$ cat src/rtl/fpu_issue_ctrl_if.sv
// Handshake and data bundle between ID stage, FPU execute and FP writeback
// as seen by the issue/retire controller.
interface fpu_issue_ctrl_if;
    logic        id_valid;
    logic        id_ready;
    logic [4:0]  id_fpusel;
    logic [31:0] id_a;
    logic [31:0] id_b;
    logic [31:0] id_c;
    logic [4:0]  id_rd;

    logic        fu_start;
    logic [4:0]  fu_op;
    logic [31:0] fu_a;
    logic [31:0] fu_b;
    logic [31:0] fu_c;
    logic        fu_done;
    logic [31:0] fu_res;

    logic        wb_valid;
    logic [4:0]  wb_rd;
    logic [31:0] wb_data;
    logic        wb_illegal;
    logic        wb_timeout;
    logic        stall;

    // Controller side
    modport slave (
        input  id_valid, id_fpusel, id_a, id_b, id_c, id_rd, fu_done, fu_res,
        output id_ready, fu_start, fu_op, fu_a, fu_b, fu_c,
               wb_valid, wb_rd, wb_data, wb_illegal, wb_timeout, stall
    );

    // Environment side: ID stage, FPU and writeback together
    modport master (
        output id_valid, id_fpusel, id_a, id_b, id_c, id_rd, fu_done, fu_res,
        input  id_ready, fu_start, fu_op, fu_a, fu_b, fu_c,
               wb_valid, wb_rd, wb_data, wb_illegal, wb_timeout, stall
    );
endinterface

$ cat src/rtl/fpu_issue_ctrl.sv
// FP issue/retire controller: accepts one op, pulses the FPU, waits for the
// result (or a timeout) and emits a single writeback beat.
module fpu_issue_ctrl #(
    parameter int unsigned TIMEOUT_CYCLES = 64
) (
    input  logic              g_clk,
    input  logic              g_rst,
    fpu_issue_ctrl_if.slave   bus
);
    localparam logic [31:0] CANON_NAN = 32'h7fc0_0000;
    localparam logic [8:0]  TIMEOUT_W = 9'(TIMEOUT_CYCLES);

    typedef enum logic [1:0] {S_IDLE, S_ISSUE, S_WAIT, S_WB} state_t;

    state_t      state_reg, state_next;
    logic [4:0]  op_reg;
    logic [31:0] a_reg, b_reg, c_reg;
    logic [4:0]  rd_reg;
    logic [31:0] res_reg;
    logic        illegal_reg, timeout_reg;
    logic [7:0]  cnt_reg, cnt_next;

    logic is_multi, is_single, is_illegal, timeout_hit;

    assign is_multi   = (op_reg <= 5'd3) || ((op_reg >= 5'd20) && (op_reg <= 5'd23));
    assign is_single  = (op_reg >= 5'd5) && (op_reg <= 5'd15);
    assign is_illegal = !is_multi && !is_single;

    // Fires in the TIMEOUT_CYCLES-th WAIT cycle; counter holds at the limit.
    assign timeout_hit = ({1'b0, cnt_reg} + 9'd1) >= TIMEOUT_W;
    assign cnt_next    = ({1'b0, cnt_reg} >= TIMEOUT_W) ? cnt_reg : cnt_reg + 8'd1;

    always_ff @(posedge g_clk) begin
        if (g_rst) begin
            state_reg <= S_IDLE;
        end else begin
            state_reg <= state_next;
        end
    end

    always_comb begin
        state_next = state_reg;
        case (state_reg)
            S_IDLE:  if (bus.id_valid) state_next = S_ISSUE;
            S_ISSUE: begin
                if (is_illegal || is_single || bus.fu_done) state_next = S_WB;
                else                                        state_next = S_WAIT;
            end
            S_WAIT:  if (bus.fu_done || timeout_hit) state_next = S_WB;
            S_WB:    state_next = S_IDLE;
            default: state_next = S_IDLE;
        endcase
    end

    always_ff @(posedge g_clk) begin
        if (g_rst) begin
            op_reg      <= '0;
            a_reg       <= '0;
            b_reg       <= '0;
            c_reg       <= '0;
            rd_reg      <= '0;
            res_reg     <= '0;
            illegal_reg <= 1'b0;
            timeout_reg <= 1'b0;
            cnt_reg     <= '0;
        end else begin
            case (state_reg)
                S_IDLE: begin
                    if (bus.id_valid) begin
                        op_reg <= bus.id_fpusel;
                        a_reg  <= bus.id_a;
                        b_reg  <= bus.id_b;
                        c_reg  <= bus.id_c;
                        rd_reg <= bus.id_rd;
                    end
                end
                S_ISSUE: begin
                    if (is_illegal) begin
                        res_reg     <= CANON_NAN;
                        illegal_reg <= 1'b1;
                    end else if (is_single || bus.fu_done) begin
                        res_reg <= bus.fu_res;
                    end
                end
                S_WAIT: begin
                    cnt_reg <= cnt_next;
                    // A result strobe in the timeout cycle still counts as success.
                    if (bus.fu_done) begin
                        res_reg <= bus.fu_res;
                    end else if (timeout_hit) begin
                        res_reg     <= CANON_NAN;
                        timeout_reg <= 1'b1;
                    end
                end
                S_WB: begin
                    cnt_reg     <= '0;
                    illegal_reg <= 1'b0;
                    timeout_reg <= 1'b0;
                end
                default: ;
            endcase
        end
    end

    always_comb begin
        bus.id_ready   = (state_reg == S_IDLE);
        bus.stall      = (state_reg != S_IDLE);
        bus.fu_start   = (state_reg == S_ISSUE) && !is_illegal;
        bus.fu_op      = op_reg;
        bus.fu_a       = a_reg;
        bus.fu_b       = b_reg;
        bus.fu_c       = c_reg;
        bus.wb_valid   = (state_reg == S_WB);
        bus.wb_rd      = '0;
        bus.wb_data    = '0;
        bus.wb_illegal = 1'b0;
        bus.wb_timeout = 1'b0;
        if (state_reg == S_WB) begin
            bus.wb_rd      = rd_reg;
            bus.wb_data    = res_reg;
            bus.wb_illegal = illegal_reg;
            bus.wb_timeout = timeout_reg;
        end
    end
endmodule

$ cat src/flat_wrapper.sv
// flat-port wrapper written by rule: the top's interface ports become plain ports
module fpu_issue_ctrl_flat 
#(
    parameter int unsigned TIMEOUT_CYCLES = 64
)
  (g_clk, g_rst, bus_id_valid, bus_id_fpusel, bus_id_a, bus_id_b, bus_id_c, bus_id_rd, bus_fu_done, bus_fu_res, bus_id_ready, bus_fu_start, bus_fu_op, bus_fu_a, bus_fu_b, bus_fu_c, bus_wb_valid, bus_wb_rd, bus_wb_data, bus_wb_illegal, bus_wb_timeout, bus_stall);
  fpu_issue_ctrl_if bus_i ();
  input  logic g_clk;
  input  logic g_rst;
  input wire logic [$bits(bus_i.id_valid)-1:0] bus_id_valid;
  input wire logic [$bits(bus_i.id_fpusel)-1:0] bus_id_fpusel;
  input wire logic [$bits(bus_i.id_a)-1:0] bus_id_a;
  input wire logic [$bits(bus_i.id_b)-1:0] bus_id_b;
  input wire logic [$bits(bus_i.id_c)-1:0] bus_id_c;
  input wire logic [$bits(bus_i.id_rd)-1:0] bus_id_rd;
  input wire logic [$bits(bus_i.fu_done)-1:0] bus_fu_done;
  input wire logic [$bits(bus_i.fu_res)-1:0] bus_fu_res;
  output wire logic [$bits(bus_i.id_ready)-1:0] bus_id_ready;
  output wire logic [$bits(bus_i.fu_start)-1:0] bus_fu_start;
  output wire logic [$bits(bus_i.fu_op)-1:0] bus_fu_op;
  output wire logic [$bits(bus_i.fu_a)-1:0] bus_fu_a;
  output wire logic [$bits(bus_i.fu_b)-1:0] bus_fu_b;
  output wire logic [$bits(bus_i.fu_c)-1:0] bus_fu_c;
  output wire logic [$bits(bus_i.wb_valid)-1:0] bus_wb_valid;
  output wire logic [$bits(bus_i.wb_rd)-1:0] bus_wb_rd;
  output wire logic [$bits(bus_i.wb_data)-1:0] bus_wb_data;
  output wire logic [$bits(bus_i.wb_illegal)-1:0] bus_wb_illegal;
  output wire logic [$bits(bus_i.wb_timeout)-1:0] bus_wb_timeout;
  output wire logic [$bits(bus_i.stall)-1:0] bus_stall;
  assign bus_i.id_valid = bus_id_valid;
  assign bus_i.id_fpusel = bus_id_fpusel;
  assign bus_i.id_a = bus_id_a;
  assign bus_i.id_b = bus_id_b;
  assign bus_i.id_c = bus_id_c;
  assign bus_i.id_rd = bus_id_rd;
  assign bus_i.fu_done = bus_fu_done;
  assign bus_i.fu_res = bus_fu_res;
  assign bus_id_ready = bus_i.id_ready;
  assign bus_fu_start = bus_i.fu_start;
  assign bus_fu_op = bus_i.fu_op;
  assign bus_fu_a = bus_i.fu_a;
  assign bus_fu_b = bus_i.fu_b;
  assign bus_fu_c = bus_i.fu_c;
  assign bus_wb_valid = bus_i.wb_valid;
  assign bus_wb_rd = bus_i.wb_rd;
  assign bus_wb_data = bus_i.wb_data;
  assign bus_wb_illegal = bus_i.wb_illegal;
  assign bus_wb_timeout = bus_i.wb_timeout;
  assign bus_stall = bus_i.stall;
  fpu_issue_ctrl #(.TIMEOUT_CYCLES(TIMEOUT_CYCLES)) u_core (.g_clk(g_clk), .g_rst(g_rst), .bus(bus_i));
endmodule
$ cat config.mk
export PLATFORM = sky130hd
export DESIGN_NAME = fpu_issue_ctrl_flat
export DESIGN_NICKNAME = d
export VERILOG_FILES = /design/src/rtl/fpu_issue_ctrl_if.sv /design/src/rtl/fpu_issue_ctrl.sv /design/src/flat_wrapper.sv
export SDC_FILE = /design/constraint.sdc
export NUM_CORES = 1
export LEC_CHECK = 0
export ABC_AREA = 0
export BUFFER_PORTS_ARGS = -buffer_cell sky130_fd_sc_hd__buf_2
export CAP_MARGIN = 20
export CORE_MARGIN = 3
export CORE_UTILIZATION = 30
export CTS_CLUSTER_DIAMETER = 30
export DETAILED_ROUTE_END_ITERATION = 6
export GPL_ROUTABILITY_DRIVEN = 1
export PLACE_DENSITY = 0.62
export SKIP_CTS_REPAIR_TIMING = 1
export SKIP_LAST_GASP = 1
export SLEW_MARGIN = 30
export SYNTH_ARGS = -nofsm -noshare
export SYNTH_HDL_FRONTEND = slang
export SYNTH_SLANG_ARGS = --single-unit
$ cat constraint.sdc
create_clock -name g_clk -period 1.91 [get_ports g_clk]
set_input_delay 0.0955 -clock g_clk [delete_from_list [all_inputs] [get_ports g_clk]]
set_output_delay 0.0955 -clock g_clk [all_outputs]
set_load 0.05 [all_outputs]
==> metrics.md <==
| Metric | Value |
|---|---|
| Status | finished, violations left |
| Failing checks | hold timing |
| Crit path cell chain | buf_4 -> ha_2 -> buf_12 -> and2_1 -> buf_2 |
| Register area | 0.00301 mm2 |
| Via count | 6701 |
| Top cells by area, synth | dfxtp_1 48%, nand2_1 15%, a21oi_1 9.0% |
| Post-synthesis cell area | 0.00620 mm2 |
| Cells after DPL | 1276 |
| Hpwl dp | 13400 um |
| Design area | 0.0100 mm2 |
| Rows | 51 |
| # H-tree levels | 4 |
| Startpoint types | flip-flop |
| Worst vdd ir | 0.000626 V |
| Crit end category | primary output |
| First-pass GRT wire length | 29500 um |
| Most frequent cell after synthesis | nand2_1 |
| Setup violations, final | 0 |
| Hold Crit Class | in -> reg |
| Synthesized area per cell | 8.18 um2 |
| FF+latch count, synth | 150 |
| CTS max path bufs | 2 |
| Yosys warnings | 0 |
| Synth async-reset ratio | 0% |
| Family with the most delay on the worst path | buffers and inverters |
| Final setup skew | 0.0103 ns |
| Die Ht | 150 um |
| Placed inst area | 0.00802 mm2 |
| Final non-filler cell total | 1449 |
| Syn nets | 905 |
| Min-delay src | bus_fu_res[29] |
| Final net count | 1316 |
| Initial DRC Count | 313 |
| CP max-delay cell | dfxtp_1 |
| Initial antenna violation count | 0 |
| Overall routing resource usage | 16.4% |
| Clk Latency, worst-skew pair | 0.42 ns |
| WL final | 21600 um |
| Worst Tran Pin Value | 0.721 ns |
| Syn-to-layout area delta | 62.1% |
| Final Cycle Share | 96.9% |
| CTS Buf Count | 17 |
| Port bufs | 285 |
| Peak Freq | 540 MHz |
| Worst Setup SP | u_core.state_reg[1]$_SDFFE_PP0P_ |
| Netlist cell types | 44 |
| Vias per Instance | 4.62 |
| Leak | 4.64 nW |
| Clock sink count | 150 |
| Placement Setup Slack | 0.0286 ns |
| Hold Slack | -0.0128 ns |
| Core Region | 0.0199 mm2 |
| Commonest cells post-synth | 253 x nand2_1, 150 x dfxtp_1, 111 x a21oi_1 |
| Critical-path maximum fanout | 37 |
| Vias in the first global route | 5711 |
| Top Ports | 286 |
| Share of cells above drive strength 1 | 30.9% |
| Cell taking the most area after synthesis | dfxtp_1 |
| Layout fillers | 1908 |
| Max incr delay on CP | 0.34 ns |
| Clock transition at path regs | 0.06 ns |
| Setup ws final | 0.0585 ns |
| Worst EP arrival | 1.76 ns |
| Hold Fails Final Rpt | 1 |
| RSZ-0062 raised after global routing | true |
| Slew Viols, Final | 0 |
| Die area | 0.0224 mm2 |
| GP Congestion | 0.785 |
| Max Cap Viol | 0 |
| CTS tree | built |
| Power per standard cell area | 1340 mW/mm2 |
| Largest net degree at the start of global routing | 67 |
| Chip Width | 150 um |
| Yosys top cell area share | 48.4% |
| Multi-input gate area | 0.00292 mm2 |
| Relative slew slack | 51.9% |
| Root Buffer | clkbuf_16 |
| Crit path buf inv count | 3 |
| RR Startpoint | u_core.state_reg[0]$_SDFFE_PP0P_ |
| Post-Synthesis Cells | 758 |
| Mean routed wirelength per cell | 14.9 um |
| Critical path class | reg -> out |
| DRC | 0 |
| Detail Route Antenna Nets | 0 |
| Tmin final | 1.85 ns |
| Main flop type after synthesis | dfxtp_1 |
| EDFF count, synth | 0 |
| Grt ovf | 0 |
| Initial Utilization | 31.1% |
| Sequential area share after synthesis | 48.4% |
| DRT Pass-1 Iters | 5 |
| CP Data Required Time | 1.81 ns |
## power by group
group          switching [mW]  internal (mW)
registers               0.372           3.89
logic                    3.89           2.00
clock network            1.50           1.85
## logic make-up (layout without fill, tap and decap cells)
family          after synthesis  count (layout)  share of synthesized area (%)
flops                       150             150                           48.4
compound gates              171             171                           16.9
xor+xnor                      1               1                          0.141
other cells                   0               2                              0
simple gates                330             330                           23.3
mux                          33              33                           5.33
buf+inv                      68             492                           4.90
fa+ha+maj                     5               5                           1.01
## tightest hold or removal path, cell delays in order
cell and delay [ns]:
buf_2 0.09, o31ai_1 0.07, mux2i_1 0.11
## placed cells by master, fill, tap and decap left out, drive strengths merged, types with 5 or more instances in the layout
cell and instances:
a21oi 111, nand3 5, o31ai 12, o2111ai 25, nor2 10, mux2i 33
dlygate4sd3 138, nand2 254, dfxtp 150, inv 17, o21ai 7, buf 314
ha 5, clkbuf 19, and2 41
## layer usage
metal  up-vias  share of wire (%)  track usage [%]
li1       3384                  -                -
met3        31                6.2             5.48
met1      3041                 41             20.4
met5         -                  0                0
met2       245                 51             27.1
met4         0                1.7             4.85
## final timing paths
| check | cells after the start | slack [ns] | endpoint |
|---|---|---|---|
| worst max-delay path | 5 | 0.06 | bus_wb_data[20] |
| worst min-delay path | 3 | -0.01 | u_core.res_reg[29]$_SDFFE_PP0P_ |
| worst max register to register | 7 | 0.10 | u_core.state_reg[0]$_SDFFE_PP0P_ |
| worst min register to register | 2 | 0.45 | u_core.bus.fu_c[15]$_SDFFE_PP0P_ |
## layout make-up
class,count,share of cell area [%]
tap,265,3.30
multi-input combinational,540,29.1
antenna,2,0.0498
clock inverter,15,1.53
timing repair buffer,454,31.7
sequential,150,29.9
inverter,6,0.224
clock buffer,17,4.23
## per-stage QoR
step	TNS [ns]	total power, mW	hold slack (ns)	util, %
2_1_floorplan	-1.83	8.40	0.231	-
3_3_place_gp	0	9.77	0.335	40.3
3_5_place_dp	0	9.84	0.341	40.3
4_1_cts	-3.37	13.2	-0.117	43.2
5_1_grt	-0.0444	14.2	0.000682	50.5
6_report	0	13.5	-0.0128	50.5
(Power assumes the default switching activity.)
